<file path="config.mk">
export PLATFORM = sky130hd
export DESIGN_NAME = bq_chan_sched
export DESIGN_NICKNAME = d
export VERILOG_FILES = /design/src/rtl/bq_sched_pkg.sv /design/src/rtl/bq_rr_arbiter.sv /design/src/rtl/bq_chan_sched.sv
export SDC_FILE = /design/constraint.sdc
export NUM_CORES = 1
export LEC_CHECK = 0
export CAP_MARGIN = 0
export CORE_ASPECT_RATIO = 0.8
export CORE_MARGIN = 2
export CORE_UTILIZATION = 30
export DETAILED_ROUTE_END_ITERATION = 10
export GPL_TIMING_DRIVEN = 0
export PLACE_DENSITY = 0.65
export SYNTH_ARGS = -nofsm -noshare
export SYNTH_HDL_FRONTEND = slang
export SYNTH_SLANG_ARGS = --single-unit
</file>
<file path="constraint.sdc">
create_clock -name wb_clk_i -period 3.4 [get_ports wb_clk_i]
set_clock_uncertainty 0.2 [all_clocks]
set_input_delay 0.68 -clock wb_clk_i [delete_from_list [all_inputs] [get_ports wb_clk_i]]
set_output_delay 0.68 -clock wb_clk_i [all_outputs]
set_load 0.02 [all_outputs]
</file>
<file path="src/rtl/bq_sched_pkg.sv">
// Shared types and helpers for the biquad channel scheduler (bq_chan_sched).
// Build option BQ_SCHED_FIXED_PRIO_EN is consumed by bq_rr_arbiter.
package bq_sched_pkg;

  typedef enum logic [1:0] {
    IDLE  = 2'd0,
    ISSUE = 2'd1,
    WAIT  = 2'd2,
    DONE  = 2'd3
  } sched_state_e;

  // Widest channel index the scheduler supports (NCHAN up to 8).
  localparam int MAX_CHW = 3;
  typedef logic [MAX_CHW-1:0] chan_idx_t;

  function automatic int clog2(input int value);
    int res;
    res = 0;
    while ((1 << res) < value) begin
      res = res + 1;
    end
    return res;
  endfunction

endpackage

</file>
<file path="src/rtl/bq_rr_arbiter.sv">
// Request arbiter for bq_chan_sched: round-robin after ptr_i by default,
// fixed lowest-index priority when BQ_SCHED_FIXED_PRIO_EN is defined.
module bq_rr_arbiter
  import bq_sched_pkg::*;
#(
  parameter  int NCHAN = 4,
  localparam int CHW   = clog2(NCHAN)
) (
  input  logic [NCHAN-1:0] req_i,
  input  logic [CHW-1:0]   ptr_i,
  input  logic             en_i,
  output logic [NCHAN-1:0] gnt_o,
  output logic [CHW-1:0]   idx_o,
  output logic             any_o
);

  logic found;

`ifdef BQ_SCHED_FIXED_PRIO_EN
  logic unused_ptr;
  assign unused_ptr = ^ptr_i;

  always_comb begin
    found = 1'b0;
    idx_o = '0;
    for (int k = 0; k < NCHAN; k++) begin
      if (!found && req_i[k]) begin
        found = 1'b1;
        idx_o = CHW'(k);
      end
    end
  end
`else
  int cand;

  // Candidates visited in order ptr+1, ptr+2, ... wrapping modulo NCHAN.
  always_comb begin
    found = 1'b0;
    idx_o = '0;
    cand  = 0;
    for (int i = 1; i <= NCHAN; i++) begin
      cand = int'(ptr_i) + i;
      if (cand >= NCHAN) begin
        cand = cand - NCHAN;
      end
      for (int k = 0; k < NCHAN; k++) begin
        if (!found && (k == cand) && req_i[k]) begin
          found = 1'b1;
          idx_o = CHW'(k);
        end
      end
    end
  end
`endif

  always_comb begin
    gnt_o = '0;
    for (int k = 0; k < NCHAN; k++) begin
      gnt_o[k] = en_i && found && (idx_o == CHW'(k));
    end
  end

  assign any_o = |req_i;

endmodule

</file>
<file path="src/rtl/bq_chan_sched.sv">
// Shares one biquad datapath between NCHAN sample sources; results return
// tagged with their channel. Build option: BQ_SCHED_FIXED_PRIO_EN.
//
// state | meaning
// IDLE  | arbitrate among valid requesters, register the winner
// ISSUE | one-cycle strobe: ready pulse to winner, sample to biquad
// WAIT  | down-count the datapath latency, capture bq_y_i at zero
// DONE  | hold result until res_ready_i
module bq_chan_sched
  import bq_sched_pkg::*;
#(
  parameter  int NCHAN     = 4,
  parameter  int DATAWIDTH = 16,
  parameter  int LATENCY   = 3,
  localparam int CHW       = clog2(NCHAN)
) (
  input  logic                       wb_clk_i,
  input  logic                       wb_rst_i,
  input  logic [NCHAN-1:0]           req_valid_i,
  input  logic [NCHAN*DATAWIDTH-1:0] req_data_i,
  output logic [NCHAN-1:0]           req_ready_o,
  output logic [DATAWIDTH-1:0]       bq_x_o,
  output logic                       bq_valid_o,
  output logic [CHW-1:0]             bq_chan_o,
  input  logic [DATAWIDTH-1:0]       bq_y_i,
  output logic                       res_valid_o,
  input  logic                       res_ready_i,
  output logic [DATAWIDTH-1:0]       res_data_o,
  output logic [CHW-1:0]             res_chan_o,
  output logic                       busy_o
);

  localparam int              CNTW     = clog2(LATENCY) + 1;
  localparam logic [CNTW-1:0] CNT_LOAD = CNTW'(LATENCY - 1);

  sched_state_e         state_q;
  logic [CHW-1:0]       g_q;
  logic [CNTW-1:0]      cnt_q;
  logic [DATAWIDTH-1:0] x_q;
  logic [DATAWIDTH-1:0] x_d;
  logic [NCHAN-1:0]     req_ready_q;
  logic                 bq_valid_q;
  logic                 res_valid_q;
  logic [DATAWIDTH-1:0] res_data_q;
  logic [CHW-1:0]       res_chan_q;

  logic [NCHAN-1:0]     arb_gnt;
  logic [CHW-1:0]       arb_idx;
  logic                 arb_any;
  logic [CHW-1:0]       arb_ptr;

`ifdef BQ_SCHED_FIXED_PRIO_EN
  assign arb_ptr = '0;
`else
  logic [CHW-1:0] ptr_q;

  // Reset value makes channel 0 the first winner.
  always_ff @(posedge wb_clk_i) begin
    if (wb_rst_i) begin
      ptr_q <= CHW'(NCHAN - 1);
    end else if ((state_q == IDLE) && arb_any) begin
      ptr_q <= arb_idx;
    end
  end

  assign arb_ptr = ptr_q;
`endif

  bq_rr_arbiter #(
    .NCHAN (NCHAN)
  ) u_arb (
    .req_i (req_valid_i),
    .ptr_i (arb_ptr),
    .en_i  (state_q == IDLE),
    .gnt_o (arb_gnt),
    .idx_o (arb_idx),
    .any_o (arb_any)
  );

  // Sample for the granted channel, read live during ISSUE.
  always_comb begin
    x_d = '0;
    for (int k = 0; k < NCHAN; k++) begin
      if (g_q == CHW'(k)) begin
        x_d = req_data_i[k*DATAWIDTH +: DATAWIDTH];
      end
    end
  end

  always_ff @(posedge wb_clk_i) begin
    if (wb_rst_i) begin
      state_q     <= IDLE;
      g_q         <= '0;
      cnt_q       <= '0;
      x_q         <= '0;
      req_ready_q <= '0;
      bq_valid_q  <= 1'b0;
      res_valid_q <= 1'b0;
      res_data_q  <= '0;
      res_chan_q  <= '0;
    end else begin
      req_ready_q <= '0;
      bq_valid_q  <= 1'b0;
      case (state_q)
        IDLE: begin
          if (arb_any) begin
            g_q         <= arb_idx;
            req_ready_q <= arb_gnt;
            bq_valid_q  <= 1'b1;
            state_q     <= ISSUE;
          end
        end
        ISSUE: begin
          x_q     <= x_d;
          cnt_q   <= CNT_LOAD;
          state_q <= WAIT;
        end
        WAIT: begin
          if (cnt_q == '0) begin
            res_data_q  <= bq_y_i;
            res_chan_q  <= g_q;
            res_valid_q <= 1'b1;
            state_q     <= DONE;
          end else begin
            cnt_q <= cnt_q - CNTW'(1);
          end
        end
        DONE: begin
          if (res_ready_i) begin
            res_valid_q <= 1'b0;
            state_q     <= IDLE;
          end
        end
        default: state_q <= IDLE;
      endcase
    end
  end

  // Outside ISSUE the biquad input keeps the last issued sample.
  assign bq_x_o      = (state_q == ISSUE) ? x_d : x_q;
  assign req_ready_o = req_ready_q;
  assign bq_valid_o  = bq_valid_q;
  assign bq_chan_o   = g_q;
  assign res_valid_o = res_valid_q;
  assign res_data_o  = res_data_q;
  assign res_chan_o  = res_chan_q;
  assign busy_o      = (state_q != IDLE);

endmodule

</file>
==> impl_metrics.json <==
{
  "vdd.ir_drop.worst_mv": 0.2688,
  "syn2layout_area_growth_pct": 64.11,
  "ios": 130,
  "crit_fanout": 2,
  "grt_max_degree": 14,
  "cts_hold_buffers": 0,
  "pwr-share-seq_pct": 29.2,
  "hp-start": "res_chan_o[0]",
  "wl_per_cell_microns": 13.74,
  "slew_violations": 0,
  "ys_types": 30,
  "fin_crit_sh_pct": 96.67,
  "cts_resized": 0,
  "drtAntennaViolNets": 0,
  "start_kind": "input port",
  "crit_type": "in -> out",
  "drive_above_1_share_pct": 12.57,
  "status": "finished clean",
  "num_antenna_cells": 0,
  "synthesis.nets": 325,
  "grt_usage_pct": 14.80,
  "cts_inserted_buffers": 5,
  "routed_wl_microns": 6472,
  "root_buffer": "clkbuf_8",
  "finalSetupViolations": 0,
  "netlist_instances": 232,
  "die_width_microns": 102.7,
  "timing.fmax_mhz": 304.3,
  "worst_pin_slew_ns": 0.5310,
  "slew_headroom_pct": 64.14,
  "cts_buffer_depth": 2,
  "power_mw": 2.741,
  "cts_sinks": 49,
  "intPower_mw": 1.744,
  "dr.pass1.iters": 4,
  "r2r-start": "cnt_q[0]",
  "fp-row-count": 28,
  "die_area_sq_um": 8513,
  "p_comb_share_pct": 58.4,
  "crit_required_ns": 2.52,
  "critPathMostFrequentCell": "clkdlybuf4s50_1",
  "finalCriticalPeriod_ns": 3.287,
  "cp-end-kind": "primary output",
  "critical_path_arrival_ns": 2.41,
  "layout.nets": 459,
  "coreArea_sq_um": 7462,
  "ys_seq_elements": 49,
  "synth-seq-area-share_pct": 41.99,
  "cts_setup_buffers": 0,
  "drc": 0,
  "grt-ovfl-total": 0,
  "n_fill_cell": 736,
  "num_vias": 2152,
  "power.switching_fraction_pct": 36.37,
  "cellLeakagePower_nw": 1.394,
  "path_clk_slew_ns": 0.09,
  "cts_tree": "done",
  "fin_setup_tns_ns": 0,
  "htree_levels": 2,
  "grt_pass1_wl_microns": 10140,
  "powerDensity_nw_per_um2": 715.0,
  "hpwl_microns": 5133,
  "start_util_pct": 31.30,
  "ys_warn_count": 0,
  "critPathMaxStageDelay_ns": 0.57,
  "synth_area_sq_um": 2336,
  "cp_slowest_cell": "clkdlybuf4s50_1",
  "grt_antenna_before_repair": 0,
  "via_per_inst": 4.569,
  "path_cells": "clkdlybuf4s50_1 -> mux4_2 -> mux2_2 -> clkdlybuf4s50_1",
  "startpoint": "req_data_i[54]",
  "gp_congestion": 0.7344,
  "grt_pass1_vias": 2070,
  "switching_power_uw": 996.8,
  "min_path_type": "reg -> reg",
  "clk_latency_ns": 0.29,
  "hold_viol": 0,
  "grt_setup_unrepaired": "false",
  "die_y_microns": 82.93,
  "max_cap_viol_count": 0,
  "portBuffers": 128,
  "clockPowerShare_pct": 12.4,
  "drtIter0Drc": 74,
  "synth_area_per_cell_sq_um": 10.07
}
==> placed cells by master (no fill, tap or decap), drive strengths merged, types with 3 or more instances in the layout <==
cell type      instances
nand2                 42
o21ai                  4
clkdlybuf4s50        128
nor2b                 21
a211oi                 3
dfxtp                 49
mux2                  16
buf                    5
nor2                  15
clkbuf                15
inv                    7
ha                     6
mux4                  16
a21oi                 22
==> per-stage QoR <==
stage          area (sq um)  hold WS (ns)  utilization (%)  std cells  setup slack, ns
6_report               3834        0.2566            51.37        471           0.1133
2_1_floorplan          2336        0.2544                -        232           0.9293
5_1_grt                3834        0.2782            51.37        471          0.04655
3_3_place_gp           3749        0.2422            50.23        465           0.1150
4_1_cts                3831        0.2600            51.34        471          0.06111
3_5_place_dp           3749        0.2492            50.23        465           0.1182
==> layout make-up <==
cell class                 instances  area [sq um]  area share, %
buffer                            13         76.32          1.991
clock buffer                       7         86.33          2.252
inverter                           7         26.28         0.6854
multi-input combinational        162          1251          32.64
sequential                        49         980.9          25.59
tap                              105         131.4          3.427
timing repair buffer             128          1281          33.42
==> critical path, delay by kind of cell <==
family / cells / cell delay [ns]
buffers and inverters: 2 / 0.97
multiplexers: 2 / 0.75
==> logic make-up (layout without fill, tap and decap cells) <==
kind of cell    after synthesis  count (layout)  share of synthesized area [%]
buf+inv                      21             155                          4.553
compound gates               37              37                          9.588
simple gates                 86              86                          16.93
flops                        49              49                          41.99
mux                          33              33                          23.73
fa+ha+maj                     6               6                          3.214
==> state kept, by name, summed over array words and instances (netlist names) <==
| signal | flops |
|---|---|
| arb_ptr | 2 |
| bq_chan_o | 2 |
| bq_valid_o | 1 |
| cnt_q | 3 |
| req_ready_o | 4 |
| res_chan_o | 2 |
| res_data_o | 16 |
| res_valid_o | 1 |
| state_q | 2 |
| x_q | 16 |
==> final timing paths <==
| check | to | slack [ns] | cells after the start |
|---|---|---|---|
| setup / recovery | bq_x_o[6] | 0.11 | 4 |
| hold / removal | res_chan_o[0] | 0.26 | 2 |
| setup reg to reg | res_data_o[13] | 1.28 | 8 |
| hold reg to reg | res_chan_o[0] | 0.26 | 2 |
==> metal layers <==
layer / GRT usage [%] / wire length, microns
met1: 18.36 / 2841
met2: 25.61 / 3033
met3: 4.461 / 569
met4: 2.182 / 29
met5: 0 / 0
==> synth_stat cells <==
| library cell | instances | share of area (%) |
|---|---|---|
| inv_1 | 7 | 1.1 |
| nor4_1 | 1 | 0.27 |
| dfxtp_1 | 49 | 42 |
| a21oi_1 | 22 | 4.7 |
| mux2_4 | 1 | 0.64 |
| ha_1 | 6 | 3.2 |
| nor2b_1 | 21 | 5.6 |
| a221oi_1 | 1 | 0.38 |
| nor3_1 | 2 | 0.43 |
| mux2_2 | 15 | 7.2 |
| a211oi_1 | 3 | 0.96 |
| buf_2 | 3 | 0.64 |
| nor2_1 | 15 | 2.4 |
| o211ai_1 | 1 | 0.32 |
| mux4_2 | 16 | 15 |
| o21ai_0 | 4 | 0.86 |
| o211a_1 | 2 | 0.86 |
| o2111ai_1 | 1 | 0.38 |
| or2_2 | 1 | 0.27 |
| and2_1 | 1 | 0.27 |
| buf_6 | 1 | 0.48 |
| or3b_2 | 1 | 0.38 |
| o41ai_1 | 1 | 0.38 |
| nand2_1 | 42 | 6.7 |
| nand2b_1 | 2 | 0.54 |
| mux2i_1 | 1 | 0.43 |
| buf_12 | 1 | 0.86 |
| a2bb2oi_1 | 1 | 0.38 |
| o31a_1 | 1 | 0.38 |
| clkbuf_1 | 9 | 1.4 |
==> power groups by stage <==
| stage | sequential (mW) | clock, mW | combinational, mW |
|---|---|---|---|
| 2_1_floorplan | 0.884 | 0 | 0.916 |
| 3_3_place_gp | 0.809 | 0 | 1.61 |
| 3_5_place_dp | 0.814 | 0 | 1.61 |
| 4_1_cts | 0.801 | 0.356 | 1.62 |
| 5_1_grt | 0.821 | 0.385 | 1.73 |
| 6_report | 0.801 | 0.341 | 1.60 |
(Power assumes the default switching activity.)
